<file path="config.mk">
export PLATFORM = sky130hd
export DESIGN_NAME = surf_axil_master
export DESIGN_NICKNAME = d
export VERILOG_FILES = /design/src/rtl/surf_axil_pkg.sv /design/src/rtl/surf_axil_master.sv
export SDC_FILE = /design/constraint.sdc
export NUM_CORES = 1
export LEC_CHECK = 0
export ABC_AREA = 1
export CORE_ASPECT_RATIO = 1.5
export CORE_MARGIN = 5
export CORE_UTILIZATION = 45
export CTS_BUF_LIST = sky130_fd_sc_hd__clkbuf_8
export CTS_CLUSTER_SIZE = 30
export DETAILED_ROUTE_END_ITERATION = 10
export PLACE_DENSITY = 0.83
export SKIP_LAST_GASP = 1
export SYNTH_ARGS = -nofsm -noshare
export SYNTH_HDL_FRONTEND = slang
export SYNTH_SLANG_ARGS = --single-unit
</file>
<file path="constraint.sdc">
create_clock -name clk -period 4.2 [get_ports clk]
set_clock_uncertainty 0.1 [all_clocks]
set_input_delay 0.42 -clock clk [delete_from_list [all_inputs] [get_ports clk]]
set_output_delay 0.42 -clock clk [all_outputs]
set_load 0.05 [all_outputs]
</file>
<file path="src/rtl/surf_axil_pkg.sv">
// Shared types and constants for the SURF AXI4-Lite register initiator.
package surf_axil_pkg;

    localparam int unsigned AXIL_ADDR_WIDTH = 7;
    localparam int unsigned AXIL_DATA_WIDTH = 32;
    localparam int unsigned AXIL_STRB_WIDTH = AXIL_DATA_WIDTH / 8;

    localparam logic [1:0] RESP_OKAY    = 2'b00;
    localparam logic [1:0] RESP_SLVERR  = 2'b10;
    localparam logic [2:0] PROT_DEFAULT = 3'b000;

    typedef enum logic [2:0] {
        IDLE,
        WR_AW_W,
        WR_B,
        RD_AR,
        RD_R,
        RSP
    } state_e;

    typedef struct packed {
        logic                       write;
        logic [AXIL_ADDR_WIDTH-1:0] addr;
        logic [AXIL_DATA_WIDTH-1:0] wdata;
        logic [AXIL_STRB_WIDTH-1:0] wstrb;
    } axil_cmd_t;

endpackage

</file>
<file path="src/rtl/surf_axil_master.sv">
// AXI4-Lite initiator: turns one register command into a full AW/W/B or AR/R
// exchange with the SURF s00_axi slave and returns data/response on a valid/ready port.
module surf_axil_master
    import surf_axil_pkg::*;
#(
    parameter int unsigned C_S00_AXI_DATA_WIDTH = 32,
    parameter int unsigned C_S00_AXI_ADDR_WIDTH = 7,
    parameter int unsigned TIMEOUT_CYCLES       = 256
) (
    input  logic                                clk,
    input  logic                                rst,
    input  logic                                cmd_valid,
    output logic                                cmd_ready,
    input  logic                                cmd_write,
    input  logic [C_S00_AXI_ADDR_WIDTH-1:0]     cmd_addr,
    input  logic [C_S00_AXI_DATA_WIDTH-1:0]     cmd_wdata,
    input  logic [C_S00_AXI_DATA_WIDTH/8-1:0]   cmd_wstrb,
    output logic                                rsp_valid,
    input  logic                                rsp_ready,
    output logic [C_S00_AXI_DATA_WIDTH-1:0]     rsp_rdata,
    output logic [1:0]                          rsp_resp,
    output logic                                rsp_timeout,
    output logic                                busy,
    output logic [C_S00_AXI_ADDR_WIDTH-1:0]     m00_axi_awaddr,
    output logic [2:0]                          m00_axi_awprot,
    output logic                                m00_axi_awvalid,
    input  logic                                m00_axi_awready,
    output logic [C_S00_AXI_DATA_WIDTH-1:0]     m00_axi_wdata,
    output logic [C_S00_AXI_DATA_WIDTH/8-1:0]   m00_axi_wstrb,
    output logic                                m00_axi_wvalid,
    input  logic                                m00_axi_wready,
    input  logic [1:0]                          m00_axi_bresp,
    input  logic                                m00_axi_bvalid,
    output logic                                m00_axi_bready,
    output logic [C_S00_AXI_ADDR_WIDTH-1:0]     m00_axi_araddr,
    output logic [2:0]                          m00_axi_arprot,
    output logic                                m00_axi_arvalid,
    input  logic                                m00_axi_arready,
    input  logic [C_S00_AXI_DATA_WIDTH-1:0]     m00_axi_rdata,
    input  logic [1:0]                          m00_axi_rresp,
    input  logic                                m00_axi_rvalid,
    output logic                                m00_axi_rready
);

    localparam int unsigned AW   = C_S00_AXI_ADDR_WIDTH;
    localparam int unsigned DW   = C_S00_AXI_DATA_WIDTH;
    localparam int unsigned SW   = C_S00_AXI_DATA_WIDTH / 8;
    localparam int unsigned TW   = $clog2(TIMEOUT_CYCLES) + 1;
    localparam int unsigned TLIM = (TIMEOUT_CYCLES == 0) ? 0 : TIMEOUT_CYCLES - 1;

    state_e        state;
    axil_cmd_t     cmd_in;
    logic [TW-1:0] tcnt;
    logic          expired;

    assign m00_axi_awprot = PROT_DEFAULT;
    assign m00_axi_arprot = PROT_DEFAULT;

    always_comb begin
        cmd_in       = '0;
        cmd_in.write = cmd_write;
        cmd_in.addr  = AXIL_ADDR_WIDTH'(cmd_addr);
        cmd_in.wdata = AXIL_DATA_WIDTH'(cmd_wdata);
        cmd_in.wstrb = AXIL_STRB_WIDTH'(cmd_wstrb);
    end

    // Expiry only counts in the response-wait states; a handshake on the same cycle takes priority.
    assign expired = (TIMEOUT_CYCLES != 0) && (tcnt == TW'(TLIM));

    always_ff @(posedge clk or posedge rst) begin
        if (rst) begin
            state           <= IDLE;
            cmd_ready       <= 1'b0;
            busy            <= 1'b0;
            rsp_valid       <= 1'b0;
            rsp_rdata       <= '0;
            rsp_resp        <= '0;
            rsp_timeout     <= 1'b0;
            m00_axi_awaddr  <= '0;
            m00_axi_awvalid <= 1'b0;
            m00_axi_wdata   <= '0;
            m00_axi_wstrb   <= '0;
            m00_axi_wvalid  <= 1'b0;
            m00_axi_bready  <= 1'b0;
            m00_axi_araddr  <= '0;
            m00_axi_arvalid <= 1'b0;
            m00_axi_rready  <= 1'b0;
            tcnt            <= '0;
        end else begin
            case (state)
                IDLE: begin
                    cmd_ready <= 1'b1;
                    if (cmd_valid && cmd_ready) begin
                        cmd_ready <= 1'b0;
                        busy      <= 1'b1;
                        if (cmd_in.write) begin
                            state           <= WR_AW_W;
                            m00_axi_awaddr  <= AW'(cmd_in.addr);
                            m00_axi_wdata   <= DW'(cmd_in.wdata);
                            m00_axi_wstrb   <= SW'(cmd_in.wstrb);
                            m00_axi_awvalid <= 1'b1;
                            m00_axi_wvalid  <= 1'b1;
                        end else begin
                            state           <= RD_AR;
                            m00_axi_araddr  <= AW'(cmd_in.addr);
                            m00_axi_arvalid <= 1'b1;
                        end
                    end
                end
                // AW and W retire independently; leave once neither is still pending.
                WR_AW_W: begin
                    if (m00_axi_awready) m00_axi_awvalid <= 1'b0;
                    if (m00_axi_wready)  m00_axi_wvalid  <= 1'b0;
                    if ((!m00_axi_awvalid || m00_axi_awready) &&
                        (!m00_axi_wvalid  || m00_axi_wready)) begin
                        state          <= WR_B;
                        m00_axi_bready <= 1'b1;
                        tcnt           <= '0;
                    end
                end
                WR_B: begin
                    if (m00_axi_bvalid) begin
                        state          <= RSP;
                        m00_axi_bready <= 1'b0;
                        rsp_valid      <= 1'b1;
                        rsp_resp       <= m00_axi_bresp;
                        rsp_rdata      <= '0;
                        rsp_timeout    <= 1'b0;
                    end else if (expired) begin
                        state          <= RSP;
                        m00_axi_bready <= 1'b0;
                        rsp_valid      <= 1'b1;
                        rsp_resp       <= RESP_SLVERR;
                        rsp_rdata      <= '0;
                        rsp_timeout    <= 1'b1;
                    end else begin
                        tcnt <= tcnt + TW'(1);
                    end
                end
                RD_AR: begin
                    if (m00_axi_arready) begin
                        state           <= RD_R;
                        m00_axi_arvalid <= 1'b0;
                        m00_axi_rready  <= 1'b1;
                        tcnt            <= '0;
                    end
                end
                RD_R: begin
                    if (m00_axi_rvalid) begin
                        state          <= RSP;
                        m00_axi_rready <= 1'b0;
                        rsp_valid      <= 1'b1;
                        rsp_resp       <= m00_axi_rresp;
                        rsp_rdata      <= m00_axi_rdata;
                        rsp_timeout    <= 1'b0;
                    end else if (expired) begin
                        state          <= RSP;
                        m00_axi_rready <= 1'b0;
                        rsp_valid      <= 1'b1;
                        rsp_resp       <= RESP_SLVERR;
                        rsp_rdata      <= '0;
                        rsp_timeout    <= 1'b1;
                    end else begin
                        tcnt <= tcnt + TW'(1);
                    end
                end
                // Response is held until consumed; the next command waits one more cycle.
                RSP: begin
                    if (rsp_ready) begin
                        state     <= IDLE;
                        rsp_valid <= 1'b0;
                        busy      <= 1'b0;
                        cmd_ready <= 1'b1;
                    end
                end
                default: begin
                    state <= IDLE;
                end
            endcase
        end
    end

endmodule

</file>
==> key figures, run 1 <==
Run status
  – Status: complete, no violations

Floorplanning
  – Die H: between 100 and 150 um
  – Die X: 93.23 um
  – Core Rows: 45
  – Top-level I/O count: 188
  – Die area: between 10000 and 15000 um^2
  – Core Box Area: between 10000 and 15000 um^2
  – Starting density of the core: 0.4614

Timing
  – Max Slew Vio Count: 0
  – Fin crit period: approximately 2500 ps
  – Fin crit share: 0.5933
  – Fmax achieved: approximately 400 MHz
  – Endpoints failing hold: 0
  – Final worst-path setup slack: about 1700 ps
  – Final setup fails: 0
  – Setup TNS after final layout: 0 ps
  – Worst-Margin Slew: ~1000 ps
  – Worst slew margin: 0.3063
  – RSZ-0062 raised after global routing: false

Worst setup path
  – Crit path kind: reg -> reg
  – Kind of end point of the critical path: flop
  – CP top delay family: simple AND/OR/NAND/NOR gates
  – Cells along the critical path: ha_1 -> nand2_1 -> nor2_1 -> nand2_1 -> nor2_1 -> ha_1 -> inv_1 -> nand2_1 -> nand2_2 -> nand2_1 -> o21ai_0 -> inv_1
  – Worst Path Required: roughly 4400 ps
  – WP buf/inv: 2
  – Crit path launch type: flop
  – Slowest-stage cell, CP: nand2_2
  – Most frequent CP cell: nand2_1
  – CP Data Arrival Time: 2660 ps
  – Max incr delay on CP: roughly 480 ps
  – Crit path max fanout: 35

Power and ir drop
  – Power Density: about 800 nW/um^2
  – Internal: between 2000 and 3000 uW
  – Sequential cell fraction of total power: 0.312
  – Gate power share: 0.575
  – Switching part of the total: 0.5137
  – VDD IR max: 0.5780 mV
  – Pleak: 0.003266 uW
  – NetSw: 2728 uW
  – Clk pwr share: 0.112

Global route
  – Pin count of the biggest net entering global routing: 88
  – Total grt overflow: 0
  – Initial antenna violation count: 0
  – Total Routing Usage GR: 0.2090
  – First-pass GRT wire length: between 20000 and 25000 um
  – Vias in the first global route: between 4000 and 5000

Clock tree
  – Clk_lat worst skew: 370 ps
  – CTS Buf Count: 9
  – CTS H-tree depth: 3
  – Post-CTS Hold Buffers: 0
  – Max clock buf depth: 2
  – Clk sink count: between 100 and 150
  – Post-CTS setup buffers: 0
  – CTS resizes: 0
  – CTS tree: built
  – Root Buffer: clkbuf_8
  – Clock-pin slew on the worst setup and hold paths: ~110 ps

Flow run
  – Max-cap violations: 0

Final layout
  – Area growth syn-to-layout: 42.65%
  – # fillers: between 800 and 900
  – Nets: 808
  – Fin util: 0.6581
  – Share of layout cells above drive strength 1: 0.06510
  – Antenna cells: 0
  – Layout Cells excl Fill: approximately 840

Placement
  – Final GP Congestion: approximately 0.85
  – Dpl hpwl: around 9500 um
  – Cells after DPL: 823
  – Setup WS pre-CTS: 1727 ps
  – I/O Buffers: 181

Route
  – Initial DRC Count: 194
  – DRC violations left: 0
  – Via count: ~4300
  – Routed len/inst: around 15 um
  – Final antenna-violating net count: 0
  – Vias/cell: 5.077
  – Detailed Routing Iterations Pass 1: 6
  – Wirelength, routed: 12680 um

Synth
  – Post-synthesis sequential area ratio: 0.5619
  – Post-synthesis cell area: around 4700 um^2
  – Yosys warns: 0
  – Gate Count Post-Synth: 546
  – Syn Area/Cell: ~8.6 um^2
  – Unique masters post-synth: 29
  – Synth Register Bits: between 100 and 150

Hold path
  – Class of the worst hold path: reg -> reg
metal layers:
| metal | routed length, um | track usage | vias to the layer above |
|---|---|---|---|
| met5 | 0 | 0 | - |
| li1 | - | - | 2053 |
| met1 | 4671 | 0.2324 | 2008 |
| met4 | 353 | 0.08883 | 0 |
| met3 | 1313 | 0.08417 | 27 |
| met2 | 6345 | 0.3514 | 172 |
worst reg2reg max path, cell delays in order (launching register included):
cell and delay, ps:
dfrtp_1 430, ha_1 250, nand2_1 80, nor2_1 50, nand2_1 70, nor2_1 40
ha_1 260, inv_1 100, nand2_1 80, nand2_2 480, nand2_1 180, o21ai_0 220
inv_1 60
final timing paths:
kind / from / endpoint / slack [ps] / cells after the start
worst min register to register: m00_axi_arvalid$_DFFE_PP0P_ / m00_axi_arvalid$_DFFE_PP0P_ / 390 / 2
min in group asynchronous: rst / m00_axi_araddr[4]$_DFFE_PP0P_ / 530 / 2
worst max-delay path: tcnt[0]$_DFFE_PP0P_ / rsp_valid$_DFFE_PP0P_ / 1710 / 12
worst max register to register: tcnt[0]$_DFFE_PP0P_ / rsp_valid$_DFFE_PP0P_ / 1710 / 12
max in group asynchronous: rst / m00_axi_wdata[31]$_DFFE_PP0P_ / 2590 / 3
worst min-delay path: m00_axi_arvalid$_DFFE_PP0P_ / m00_axi_arvalid$_DFFE_PP0P_ / 390 / 2
kinds of logic after synthesis:
logic type | count (synthesis) | synth area share
DFF | 105 | 0.5619
adders and majority gates | 2 | 0.005351
other | 1 | 0.0008020
xor gates and xnor gates | 3 | 0.005621
and+or+nand+nor | 336 | 0.3144
AOI/OAI and AO/OA | 35 | 0.04095
buffers and inverters | 64 | 0.07091
flip-flops by register name, indices dropped and copies added (netlist names):
register         flops
m00_axi_araddr       7
rsp_resp             2
m00_axi_bready       1
cmd_ready            1
rsp_rdata           32
busy                 1
state                3
m00_axi_rready       1
m00_axi_wstrb        4
m00_axi_wdata       32
m00_axi_awvalid      1
m00_axi_arvalid      1
rsp_timeout          1
tcnt                 9
m00_axi_wvalid       1
m00_axi_awaddr       7
rsp_valid            1
through the flow:
step,total power (uW),instance area (um^2),hold WS [ps]
floorplan,3692,4695,341.9
global placement,4675,6482,359.8
detailed placement,4742,6482,364.9
CTS,5354,6670,393.1
global route,5608,6670,405.2
finish,5309,6670,385.6
cell usage after synthesis (all sizes together):
library cell / count / area [um^2]
o22ai: 1 / 6.260
dfrtp: 105 / 2628
xnor2: 1 / 8.760
o21ai: 25 / 128.9
nor2: 25 / 118.9
inv: 35 / 136.4
nand3: 80 / 412.9
nand3b: 2 / 15.01
conb: 1 / 3.750
ha: 2 / 25.02
nand4: 2 / 12.51
a21oi: 9 / 56.31
nor3: 1 / 5.000
buf: 25 / 180.2
clkbuf: 4 / 15.01
xor2: 2 / 17.52
nand2: 226 / 905.9
power by group through the flow:
stage	clock network (uW)	registers (uW)	logic (uW)
after global routing	650	1710	3250
after global placement	0	1660	3020
after floorplan	0	2900	795
after CTS	612	1660	3080
final	597	1660	3060
after detailed placement	0	1660	3080
layout by cell type (no fill, tap or decap):
cell type          n
nor2_2             4
o22ai_1            1
ha_1               2
nand3_1           79
nor2_4             2
nand3_4            1
inv_2              3
inv_1             29
nand4_1            2
nand3b_1           2
clkinv_2           1
o21ai_0            8
dfrtp_1          105
a21oi_1            8
o21ai_1           16
clkinv_8           1
conb_1             6
inv_6              3
a21oi_4            1
o21ai_2            1
nand2_2            8
inv_4              3
clkbuf_8           9
clkinvlp_4         1
nand2_1          213
clkdlybuf4s50_1  181
buf_4              3
nor2_1            19
nor3_1             1
xnor2_1            1
xor2_1             2
clkinv_4           1
nand2_4            5
area by class of cell:
class,count,area (um^2),area share
clock inverter,7,63.81,0.009567
multi-input combinational,382,1735,0.2602
inverter,35,138.9,0.02082
tap,117,146.4,0.02195
timing repair buffer,184,1834,0.2750
sequential,105,2628,0.3939
clock buffer,9,123.9,0.01857
No activity file was read; power rests on OpenSTA's default activity.
==> run 2, diff against run 1 <==
==> constraint.sdc (replaced) <==
create_clock -name clk -period 2.48 [get_ports clk]
set_clock_uncertainty 0.1 [all_clocks]
set_input_delay 0.248 -clock clk [delete_from_list [all_inputs] [get_ports clk]]
set_output_delay 0.248 -clock clk [all_outputs]
set_load 0.05 [all_outputs]
==> key figures, run 2 (same netlist as run 1, synthesis figures left out) <==
Run status
  – Status: complete, no violations

Final layout
  – Final Cell Area: 6763 um^2
  – Commonest non-fill, non-tap cell in the layout: nand2_1
  – Commonest non-fill, non-tap cells in the layout: 213 x nand2_1, 181 x clkdlybuf4s50_1, 105 x dfrtp_1
  – Share of layout cells above drive strength 1: 0.07153
  – Layout Cells excl Fill: ~840
  – Top flop regs: m00_axi_wdata x32, rsp_rdata x32, tcnt x9
  – Antenna cells: 0
  – Nets: between 800 and 900
  – Area growth syn-to-layout: 44.63%

Power and ir drop
  – Clk pwr share: 0.126
  – Power Density: around 1400 nW/um^2
  – Gate power share: 0.569
  – NetSw: around 4600 uW
  – Internal: around 4500 uW
  – Sequential cell fraction of total power: 0.306
  – Switching part of the total: 0.5041
  – Pleak: roughly 0.0033 uW
  – VDD IR max: 1.025 mV

Floorplanning
  – Die X: 93.23 um
  – Die H: ~130 um
  – Top-level I/O count: roughly 190
  – Die area: around 13000 um^2
  – Core Rows: 45
  – Core Box Area: approximately 10000 um^2
  – Starting density of the core: 0.4614

Worst setup path
  – R2R depth: 12
  – CP Data Arrival Time: approximately 2400 ps
  – Kind of end point of the critical path: flop
  – Worst Path Required: approximately 2600 ps
  – Crit path max fanout: 32
  – Crit path kind: reg -> reg
  – Crit path launch type: flop
  – Reg2Reg Setup Slack: roughly 240 ps

Timing
  – Fmax achieved: ~450 MHz
  – Setup TNS after final layout: 0 ps
  – Fin crit share: 0.9045
  – Final worst-path setup slack: 236.9 ps
  – Worst-Margin Slew: 563.4 ps
  – Fin crit period: 2243 ps
  – Worst slew margin: 0.6232
  – Final setup fails: 0
  – Max Slew Vio Count: 0
  – Endpoints failing hold: 0
  – RSZ-0062 raised after global routing: false

Clock tree
  – Clock-pin slew on the worst setup and hold paths: approximately 110 ps
  – CTS resizes: 0
  – Post-CTS setup buffers: 0
  – Clk_lat worst skew: 380 ps
  – Clk sink count: 105
  – Max clock buf depth: 2
  – CTS H-tree depth: 3
  – CTS tree: built
  – CTS Buf Count: 9
  – Post-CTS Hold Buffers: 0
  – Root Buffer: clkbuf_8

Placement
  – Setup WS pre-CTS: 260.8 ps
  – Area after DPL: ~6500 um^2
  – I/O Buffers: roughly 180
  – Dpl hpwl: slightly below 10000 um
  – Final GP Congestion: about 0.85
  – Cells after DPL: 828

Global route
  – Total grt overflow: 0
  – Initial antenna violation count: 0
  – Total Routing Usage GR: 0.2070
  – Met3 Use GR: 0.06522
  – GRT met1 Usage: 0.2417
  – GRT met2 Usage: 0.3498
  – Vias in the first global route: 4252
  – Pin count of the biggest net entering global routing: 56
  – GR peak layer: met2
  – First-pass GRT wire length: 20670 um

Route
  – Final antenna-violating net count: 0
  – Routed len/inst: approximately 15 um
  – Vias/cell: ~5
  – Via count: 4207
  – Initial DRC Count: around 190
  – Detailed Routing Iterations Pass 1: 4
  – DRC violations left: 0
  – Wirelength, routed: 12670 um

Hold path
  – Class of the worst hold path: in -> async

Flow run
  – Max-cap violations: 0
[run 2: through the flow]
stage | util | total power (uW) | hold slack (ps)
floorplan | - | 6252 | 257.6
global placement | 0.6459 | 7920 | 357.5
detailed placement | 0.6459 | 8037 | 363.9
CTS | 0.6673 | 9215 | 24.74
global route | 0.6673 | 9636 | 33.54
finish | 0.6673 | 9135 | 32.72
[run 2: power groups by stage]
| stage | logic [uW] | registers (uW) | clock network, uW |
|---|---|---|---|
| final | 5200 | 2790 | 1150 |
| after detailed placement | 5230 | 2810 | 0 |
| after floorplan | 1350 | 4900 | 0 |
| after global routing | 5510 | 2880 | 1240 |
| after CTS | 5240 | 2790 | 1180 |
| after global placement | 5130 | 2790 | 0 |
[run 2: final cells by class]
class / instances / area (um^2)
clock buffer: 10 / 137.6
clock inverter: 6 / 78.83
fill: 795 / 3372
inverter: 35 / 140.1
multi-input combinational: 382 / 1735
sequential: 105 / 2628
tap: 117 / 146.4
timing repair buffer: 189 / 1897
[run 2: final timing paths]
kind | start | to
worst max-delay path | tcnt[0]$_DFFE_PP0P_ | rsp_rdata[15]$_DFFE_PP0P_
worst min-delay path | rst | m00_axi_araddr[4]$_DFFE_PP0P_
worst max register to register | tcnt[0]$_DFFE_PP0P_ | rsp_rdata[15]$_DFFE_PP0P_
worst min register to register | m00_axi_arvalid$_DFFE_PP0P_ | m00_axi_arvalid$_DFFE_PP0P_
max in group asynchronous | rst | tcnt[2]$_DFFE_PP0P_
min in group clk | cmd_wdata[25] | m00_axi_wdata[25]$_DFFE_PP0P_
[run 2: critical path: stages, from the launching register on]
cell and delay (ps):
dfrtp_1 420, ha_1 230, nand2_1 70, nor2_1 140, nand2_1 90, nor2_1 100
ha_1 280, inv_1 90, nand2_1 90, nand2_2 80, buf_4 240, nand3_1 130
nand2_1 70
[run 2: layer usage]
metal,vias up,share of wire
met5,-,0
met4,0,0.021
met3,20,0.089
met2,166,0.50
met1,1958,0.39
li1,2063,-
==> run 3, diff against run 2 <==
==> constraint.sdc (replaced) <==
create_clock -name clk -period 2.5 [get_ports clk]
set_clock_uncertainty 0.1 [all_clocks]
set_input_delay 0.25 -clock clk [delete_from_list [all_inputs] [get_ports clk]]
set_output_delay 0.25 -clock clk [all_outputs]
set_load 0.05 [all_outputs]
==> results of run 3 <==
Same layout as run 2 (identical final DEF). Status: complete, no violations.
Main changes from that run: setup slack after placement 260.8 ps -> 280.8 ps; setup slack after layout 236.9 ps -> 256.9 ps; hold slack 32.72 ps -> 34.72 ps; register-to-register setup slack 240 ps -> 260 ps; total power 9135 uW -> 9061 uW; worst IR drop on VDD 1.025 mV -> 1.017 mV
